File: src/rtl/hazard_ctrl_pkg.sv
// hazard_ctrl_pkg: shared types and defaults for the hazard/sequencing controller
package hazard_ctrl_pkg;
  localparam int ADDR_W_DEF = 5;
  localparam int CNT_W_DEF = 6;
  typedef enum logic {MD_IDLE, MD_BUSY} md_state_t;
  typedef struct packed {
    logic hold_pc;
    logic hold_if_id;
    logic hold_id_ex;
    logic flush_id_ex;
  } hz_ctrl_t;
  // all-zero encoding: pipe advances, ID/EX takes no bubble
  localparam hz_ctrl_t HZ_NONE = '0;
  // hazard: freeze PC and IF/ID, insert a bubble into ID/EX
  localparam hz_ctrl_t HZ_STALL = '{hold_pc: 1'b1, hold_if_id: 1'b1, hold_id_ex: 1'b0, flush_id_ex: 1'b1};
  // memory not ready: freeze the whole front end, no bubble
  localparam hz_ctrl_t HZ_FREEZE = '{hold_pc: 1'b1, hold_if_id: 1'b1, hold_id_ex: 1'b1, flush_id_ex: 1'b0};
endpackage

File: src/rtl/hazard_ctrl_if.sv
// hazard_ctrl_if: ID/EX hazard information in, pipeline hold/flush and mult/div status out
//   master: pipeline side (drives operand/destination info, receives controls)
//   slave : hazard_ctrl side
interface hazard_ctrl_if #(parameter int ADDR_W = hazard_ctrl_pkg::ADDR_W_DEF);
  logic [ADDR_W-1:0] raddr_1_ID;
  logic [ADDR_W-1:0] raddr_2_ID;
  logic uses_rs_ID;
  logic uses_rt_ID;
  logic ReadMem_EX;
  logic [ADDR_W-1:0] waddr_EX;
  logic md_start_ID;
  logic md_is_div_ID;
  logic hilo_read_ID;
  logic mem_stall;
  logic hold_PC;
  logic hold_IF_ID;
  logic hold_ID_EX;
  logic flush_ID_EX;
  logic md_busy;
  logic md_done;
  modport master (
    output raddr_1_ID, raddr_2_ID, uses_rs_ID, uses_rt_ID, ReadMem_EX, waddr_EX,
    output md_start_ID, md_is_div_ID, hilo_read_ID, mem_stall,
    input hold_PC, hold_IF_ID, hold_ID_EX, flush_ID_EX, md_busy, md_done
  );
  modport slave (
    input raddr_1_ID, raddr_2_ID, uses_rs_ID, uses_rt_ID, ReadMem_EX, waddr_EX,
    input md_start_ID, md_is_div_ID, hilo_read_ID, mem_stall,
    output hold_PC, hold_IF_ID, hold_ID_EX, flush_ID_EX, md_busy, md_done
  );
endinterface

File: src/rtl/hazard_ctrl_md_timer.sv
// md_timer: mult/div occupancy FSM with a loadable down-counter
//   clk, rst (async, active-low); load/load_val start an operation of load_val+1 cycles;
//   busy high while running, done high in the last busy cycle
module md_timer
  import hazard_ctrl_pkg::*;
#(
  parameter int CNT_W = CNT_W_DEF
) (
  input  logic             clk,
  input  logic             rst,
  input  logic             load,
  input  logic [CNT_W-1:0] load_val,
  output logic             busy,
  output logic             done
);
  md_state_t state_q, state_d;
  logic [CNT_W-1:0] cnt_q, cnt_d;
  // counting continues through memory stalls; decrement stops at zero so cnt never wraps
  always_comb begin
    state_d = state_q == MD_IDLE ? (load ? MD_BUSY : MD_IDLE) : (cnt_q == '0 ? MD_IDLE : MD_BUSY);
    cnt_d = state_q == MD_IDLE ? (load ? load_val : cnt_q) : (cnt_q == '0 ? cnt_q : cnt_q - CNT_W'(1));
  end
  always_ff @(posedge clk or negedge rst) begin
    if (!rst) begin
      state_q <= MD_IDLE;
      cnt_q <= '0;
    end else begin
      state_q <= state_d;
      cnt_q <= cnt_d;
    end
  end
  assign busy = state_q == MD_BUSY;
  assign done = busy && cnt_q == '0;
endmodule

File: src/rtl/hazard_ctrl.sv
// hazard_ctrl: load-use and HI/LO hazard detection driving PC, IF/ID and ID/EX hold/flush
//   clk, rst (async, active-low); hz: hazard_ctrl_if.slave carrying ID/EX operand info,
//   mem_stall, mult/div requests in and hold_PC/hold_IF_ID/hold_ID_EX/flush_ID_EX/md_busy/md_done out
module hazard_ctrl
  import hazard_ctrl_pkg::*;
#(
  parameter int ADDR_W = ADDR_W_DEF,
  parameter int MUL_CYCLES = 4,
  parameter int DIV_CYCLES = 32,
  parameter int CNT_W = CNT_W_DEF
) (
  input logic clk,
  input logic rst,
  hazard_ctrl_if.slave hz
);
  logic [ADDR_W-1:0] waddr;
  logic lu, mdh, stall, load, busy, done;
  logic [CNT_W-1:0] load_val;
  hz_ctrl_t ctrl;
  always_comb begin
    waddr = hz.waddr_EX;
    // r0 is never a real destination, so a load into it cannot create a dependency
    lu = hz.ReadMem_EX && waddr != '0 &&
         ((hz.uses_rs_ID && hz.raddr_1_ID == waddr) || (hz.uses_rt_ID && hz.raddr_2_ID == waddr));
    mdh = busy && (hz.hilo_read_ID || hz.md_start_ID);
    stall = lu || mdh;
    load = hz.md_start_ID && !stall && !hz.mem_stall;
    load_val = hz.md_is_div_ID ? CNT_W'(DIV_CYCLES - 1) : CNT_W'(MUL_CYCLES - 1);
    // a frozen pipe must not also take a bubble, so mem_stall wins over stall
    ctrl = !rst ? HZ_NONE : hz.mem_stall ? HZ_FREEZE : stall ? HZ_STALL : HZ_NONE;
  end
  md_timer #(.CNT_W(CNT_W)) u_md_timer (
    .clk(clk),
    .rst(rst),
    .load(load),
    .load_val(load_val),
    .busy(busy),
    .done(done)
  );
  assign hz.hold_PC = ctrl.hold_pc;
  assign hz.hold_IF_ID = ctrl.hold_if_id;
  assign hz.hold_ID_EX = ctrl.hold_id_ex;
  assign hz.flush_ID_EX = ctrl.flush_id_ex;
  assign hz.md_busy = busy;
  assign hz.md_done = done;
endmodule

File: src/flat_wrapper.sv
// flat-port wrapper written by rule: the top's interface ports become plain ports
module hazard_ctrl_flat import hazard_ctrl_pkg::*;
#(
  parameter int ADDR_W = ADDR_W_DEF,
  parameter int MUL_CYCLES = 4,
  parameter int DIV_CYCLES = 32,
  parameter int CNT_W = CNT_W_DEF
)
  (clk, rst, hz_raddr_1_ID, hz_raddr_2_ID, hz_uses_rs_ID, hz_uses_rt_ID, hz_ReadMem_EX, hz_waddr_EX, hz_md_start_ID, hz_md_is_div_ID, hz_hilo_read_ID, hz_mem_stall, hz_hold_PC, hz_hold_IF_ID, hz_hold_ID_EX, hz_flush_ID_EX, hz_md_busy, hz_md_done);
  hazard_ctrl_if #(.ADDR_W(ADDR_W)) hz_i ();
  input logic clk;
  input logic rst;
  input wire logic [$bits(hz_i.raddr_1_ID)-1:0] hz_raddr_1_ID;
  input wire logic [$bits(hz_i.raddr_2_ID)-1:0] hz_raddr_2_ID;
  input wire logic [$bits(hz_i.uses_rs_ID)-1:0] hz_uses_rs_ID;
  input wire logic [$bits(hz_i.uses_rt_ID)-1:0] hz_uses_rt_ID;
  input wire logic [$bits(hz_i.ReadMem_EX)-1:0] hz_ReadMem_EX;
  input wire logic [$bits(hz_i.waddr_EX)-1:0] hz_waddr_EX;
  input wire logic [$bits(hz_i.md_start_ID)-1:0] hz_md_start_ID;
  input wire logic [$bits(hz_i.md_is_div_ID)-1:0] hz_md_is_div_ID;
  input wire logic [$bits(hz_i.hilo_read_ID)-1:0] hz_hilo_read_ID;
  input wire logic [$bits(hz_i.mem_stall)-1:0] hz_mem_stall;
  output wire logic [$bits(hz_i.hold_PC)-1:0] hz_hold_PC;
  output wire logic [$bits(hz_i.hold_IF_ID)-1:0] hz_hold_IF_ID;
  output wire logic [$bits(hz_i.hold_ID_EX)-1:0] hz_hold_ID_EX;
  output wire logic [$bits(hz_i.flush_ID_EX)-1:0] hz_flush_ID_EX;
  output wire logic [$bits(hz_i.md_busy)-1:0] hz_md_busy;
  output wire logic [$bits(hz_i.md_done)-1:0] hz_md_done;
  assign hz_i.raddr_1_ID = hz_raddr_1_ID;
  assign hz_i.raddr_2_ID = hz_raddr_2_ID;
  assign hz_i.uses_rs_ID = hz_uses_rs_ID;
  assign hz_i.uses_rt_ID = hz_uses_rt_ID;
  assign hz_i.ReadMem_EX = hz_ReadMem_EX;
  assign hz_i.waddr_EX = hz_waddr_EX;
  assign hz_i.md_start_ID = hz_md_start_ID;
  assign hz_i.md_is_div_ID = hz_md_is_div_ID;
  assign hz_i.hilo_read_ID = hz_hilo_read_ID;
  assign hz_i.mem_stall = hz_mem_stall;
  assign hz_hold_PC = hz_i.hold_PC;
  assign hz_hold_IF_ID = hz_i.hold_IF_ID;
  assign hz_hold_ID_EX = hz_i.hold_ID_EX;
  assign hz_flush_ID_EX = hz_i.flush_ID_EX;
  assign hz_md_busy = hz_i.md_busy;
  assign hz_md_done = hz_i.md_done;
  hazard_ctrl #(.ADDR_W(ADDR_W), .MUL_CYCLES(MUL_CYCLES), .DIV_CYCLES(DIV_CYCLES), .CNT_W(CNT_W)) u_core (.clk(clk), .rst(rst), .hz(hz_i));
endmodule
File: config.mk
export PLATFORM = sky130hd
export DESIGN_NAME = hazard_ctrl_flat
export DESIGN_NICKNAME = d
export VERILOG_FILES = /design/src/rtl/hazard_ctrl_pkg.sv /design/src/rtl/hazard_ctrl_if.sv /design/src/rtl/hazard_ctrl_md_timer.sv /design/src/rtl/hazard_ctrl.sv /design/src/flat_wrapper.sv
export SDC_FILE = /design/constraint.sdc
export NUM_CORES = 1
export LEC_CHECK = 0
export BUFFER_PORTS_ARGS = -buffer_cell sky130_fd_sc_hd__buf_2
export CORE_MARGIN = 1.5
export CORE_UTILIZATION = 40
export DETAILED_ROUTE_END_ITERATION = 10
export GPL_ROUTABILITY_DRIVEN = 0
export GPL_TIMING_DRIVEN = 0
export HOLD_SLACK_MARGIN = 0.08
export PLACE_DENSITY = 0.75
export SYNTH_ARGS = -nofsm -noshare
export SYNTH_HDL_FRONTEND = slang
export SYNTH_SLANG_ARGS = --single-unit
File: constraint.sdc
create_clock -name clk -period 1.8 [get_ports clk]
set_input_delay 0.09 -clock clk [delete_from_list [all_inputs] [get_ports clk]]
set_output_delay 0.09 -clock clk [all_outputs]
set_load 0.03 [all_outputs]
==> impl_metrics.py <==
metrics = {
    "detailed_routing": {
        "dr.pass1.iters": 4,
        "wire_per_inst_um": 12.6,
        "num_vias": 667,
        "viasPerCell": 5.09,
        "ant_nets": 0,
        "drcViolationCount": 0,
        "wirelength_mm": 1.65,
        "drt_iter0_markers": 6,
    },
    "floorplan": {
        "rows": 14,
        "die_x_um": 42.4,
        "io_pins": 30,
        "floorplan.initialDensity": 0.422,
        "dieArea_um2": 1800,
        "die_h_um": 42.4,
        "core_area_um2": 1470,
    },
    "cts": {
        "clock_path_buffers": 2,
        "cts.sinks": 7,
        "root_buffer": "clkbuf_4",
        "insertion_delay_ns": 0.25,
        "ctsHtreeMaxLevel": 1,
        "cts_tree": "built",
        "numCtsBuffers": 3,
        "path_clk_slew_ns": 0.05,
    },
    "setup_path": {
        "arrival_ns": 2.05,
        "worst_setup_path_end_kind": "flop",
        "worstRegToRegCells": 8,
        "r2r_slack_ns": -0.13,
        "cpPeakStageDelay_ns": 0.39,
        "required_ns": 1.92,
        "crit_fanout": 5,
        "path_class": "flop to flop",
        "crit_path_start_kind": "flop",
        "crit_buf_inv": 2,
        "crit_family": "compound AO/OA/AOI/OAI gates",
        "timing.rr.start": "u_core.u_md_timer.cnt_q[1]",
        "reg2reg_to": "u_core.u_md_timer.cnt_q[4]",
        "critPathSlowestCell": "dfrtp_1",
        "crit_chain": "inv_1 > ha_2 > or3b_4 > o31a_1 > buf_6 > nor3_2 > a21oi_1 > o311a_1",
    },
    "power_and_ir_drop": {
        "power.density_nw_per_um2": 1210,
        "peakVddDrop_mv": 0.718,
        "p_leak_nw": 0.418,
    },
    "final_layout": {
        "final_area_um2": 966,
        "instances_no_fill": 131,
        "syn2layout_area_growth_pct": 55.6,
        "final_nets": 141,
        "layout-drive-gt1-share": 0.539,
        "mostFrequentLayoutCells": "28 x buf_2, 12 x xnor2_1, 10 x buf_4",
        "antennaDiodeCount": 0,
        "final_common_cell": "buf_2",
        "fillCellCount": 138,
    },
    "sta": {
        "finalClockSkew_ns": 0.00359,
        "setup_viol": 7,
        "period_share": 1.07,
        "max_freq_ghz": 0.519,
        "rsz0062_at_grt": "true",
        "slew_violations": 0,
        "relSlewSlack": 0.494,
        "setup_ws_ns": -0.126,
        "min_period_ns": 1.93,
        "tightest_slew_ns": 0.758,
        "hold_viol": 0,
    },
    "yosys": {
        "syn_avg_cell_area_um2": 8.74,
        "ys_dominant_reg_cell": "dfrtp_1",
        "synth_area_um2": 621,
        "synth_seq_cells": 7,
        "yosys-top-cells-area": "dfrtp_1 28%, xnor2_1 17%, nor3_1 7.3%",
        "async_flop_share": 1.00,
        "yosysSeqAreaShare": 0.282,
        "ys_warn_count": 0,
        "ys_types": 32,
        "yosysTopAreaCellShare": 0.282,
        "synth-edff-count": 0,
        "yosysTopAreaCell": "dfrtp_1",
        "netlist_instances": 71,
        "syn-num-nets": 96,
    },
    "grt": {
        "grt_most_used_layer": "met2",
        "grt_max_degree": 11,
        "grt_pass1_vias": 628,
        "gr-usage-met3": 0.0345,
        "use_met1": 0.192,
        "overflow": 0,
        "grt_use_total": 0.187,
        "antenna_found_initial": 0,
        "grt_util_met2": 0.320,
        "grt_pass1_wl_mm": 2.48,
    },
    "placement": {
        "detailedPlace.worstSlack_ns": -0.150,
        "dp_cells": 116,
        "io_buffers": 29,
        "placed_cell_area_um2": 813,
        "dp_hpwl_mm": 1.15,
    },
    "min_path": {
        "hold_path_depth": 2,
        "hold_path.class": "primary input to flop",
        "min_from": "hz_md_is_div_ID",
        "min_to": "u_core.u_md_timer.cnt_q[2]",
    },
    "flow_run": {
        "drv_cap": 0,
    },
    "outcome": {
        "outcome": "finished, violations left",
        "violations": "setup timing",
    },
}
sequential cells by signal, summed over array words and instances (netlist names):
register and cells:
u_core.u_md_timer.cnt_q 6, u_core.u_md_timer.busy 1
worst max path at each step:
stage | start | depth (start not counted) | endpoint | slack [ns]
3_5_place_dp | u_core.u_md_timer.cnt_q[0] | 8 | u_core.u_md_timer.cnt_q[4] | -0.15
5_1_grt | u_core.u_md_timer.cnt_q[1] | 8 | u_core.u_md_timer.cnt_q[4] | -0.17
6_report | u_core.u_md_timer.cnt_q[1] | 8 | u_core.u_md_timer.cnt_q[4] | -0.13
4_1_cts | u_core.u_md_timer.cnt_q[0] | 8 | u_core.u_md_timer.cnt_q[4] | -0.07
3_3_place_gp | u_core.u_md_timer.cnt_q[0] | 8 | u_core.u_md_timer.cnt_q[4] | -0.12
2_1_floorplan | u_core.u_md_timer.cnt_q[0] | 8 | u_core.u_md_timer.cnt_q[4] | -0.01
cells in the mapped netlist, types with 2 or more instances:
| cell type | number |
|---|---|
| xnor2_1 | 12 |
| nor3_1 | 9 |
| dfrtp_1 | 7 |
| nand2_1 | 5 |
| a21oi_1 | 4 |
| nor2_1 | 3 |
| o311a_1 | 3 |
| and2_1 | 2 |
| inv_1 | 2 |
| nand4_1 | 2 |
power breakdown:
group,switching [mW],total [mW],internal [mW]
clock network,0.0513,0.135,0.0841
registers,0.0962,0.327,0.231
logic,0.322,0.703,0.381
repair_timing:
item | CTS | global route
gates resized for setup | 3 | 11
buffers inserted | 4 | 5
endpoints found under the setup margin | 6 | 7
hold buffers | 1 | 0
hold endpoints to repair | 7 | 0
cloned | 0 | 1
pin swaps | 3 | 5
cells by family (layout without fill, tap and decap cells):
logic type	Yosys count	count (layout)	share of synthesized area
xor gates and xnor gates	13	13	0.183
AOI/OAI and AO/OA	17	17	0.214
adders and majority gates	1	1	0.0202
and+or+nand+nor	28	28	0.252
DFF	7	7	0.282
buffers and inverters	5	49	0.0484
final cells by class:
cell class              count  area, um^2  share of cell area
repair buffers             40         240               0.249
well taps                  16        20.0              0.0207
flip-flops and latches      7         175               0.181
inverters                   2        7.51             0.00777
clock buffers               4        26.3              0.0272
plain buffers               3        23.8              0.0246
multi-input cells          59         473               0.490
per-stage QoR:
stage               power [mW]  setup TNS, ns   util  hold WS, ns
floorplan                0.699        -0.0212      -       -0.206
global route              1.25          -1.01  0.656        0.153
detailed placement       0.826         -0.433  0.553      -0.0593
CTS                       1.04         -0.153  0.606        0.130
global placement         0.805         -0.325  0.553      -0.0575
finish                    1.17         -0.673  0.656        0.147
per-layer routing:
metal / wire, um / up-vias
li1: - / 347
met1: 654 / 305
met2: 922 / 11
met3: 45 / 4
met4: 25 / 0
met5: 0 / -
(Power assumes the default switching activity.)
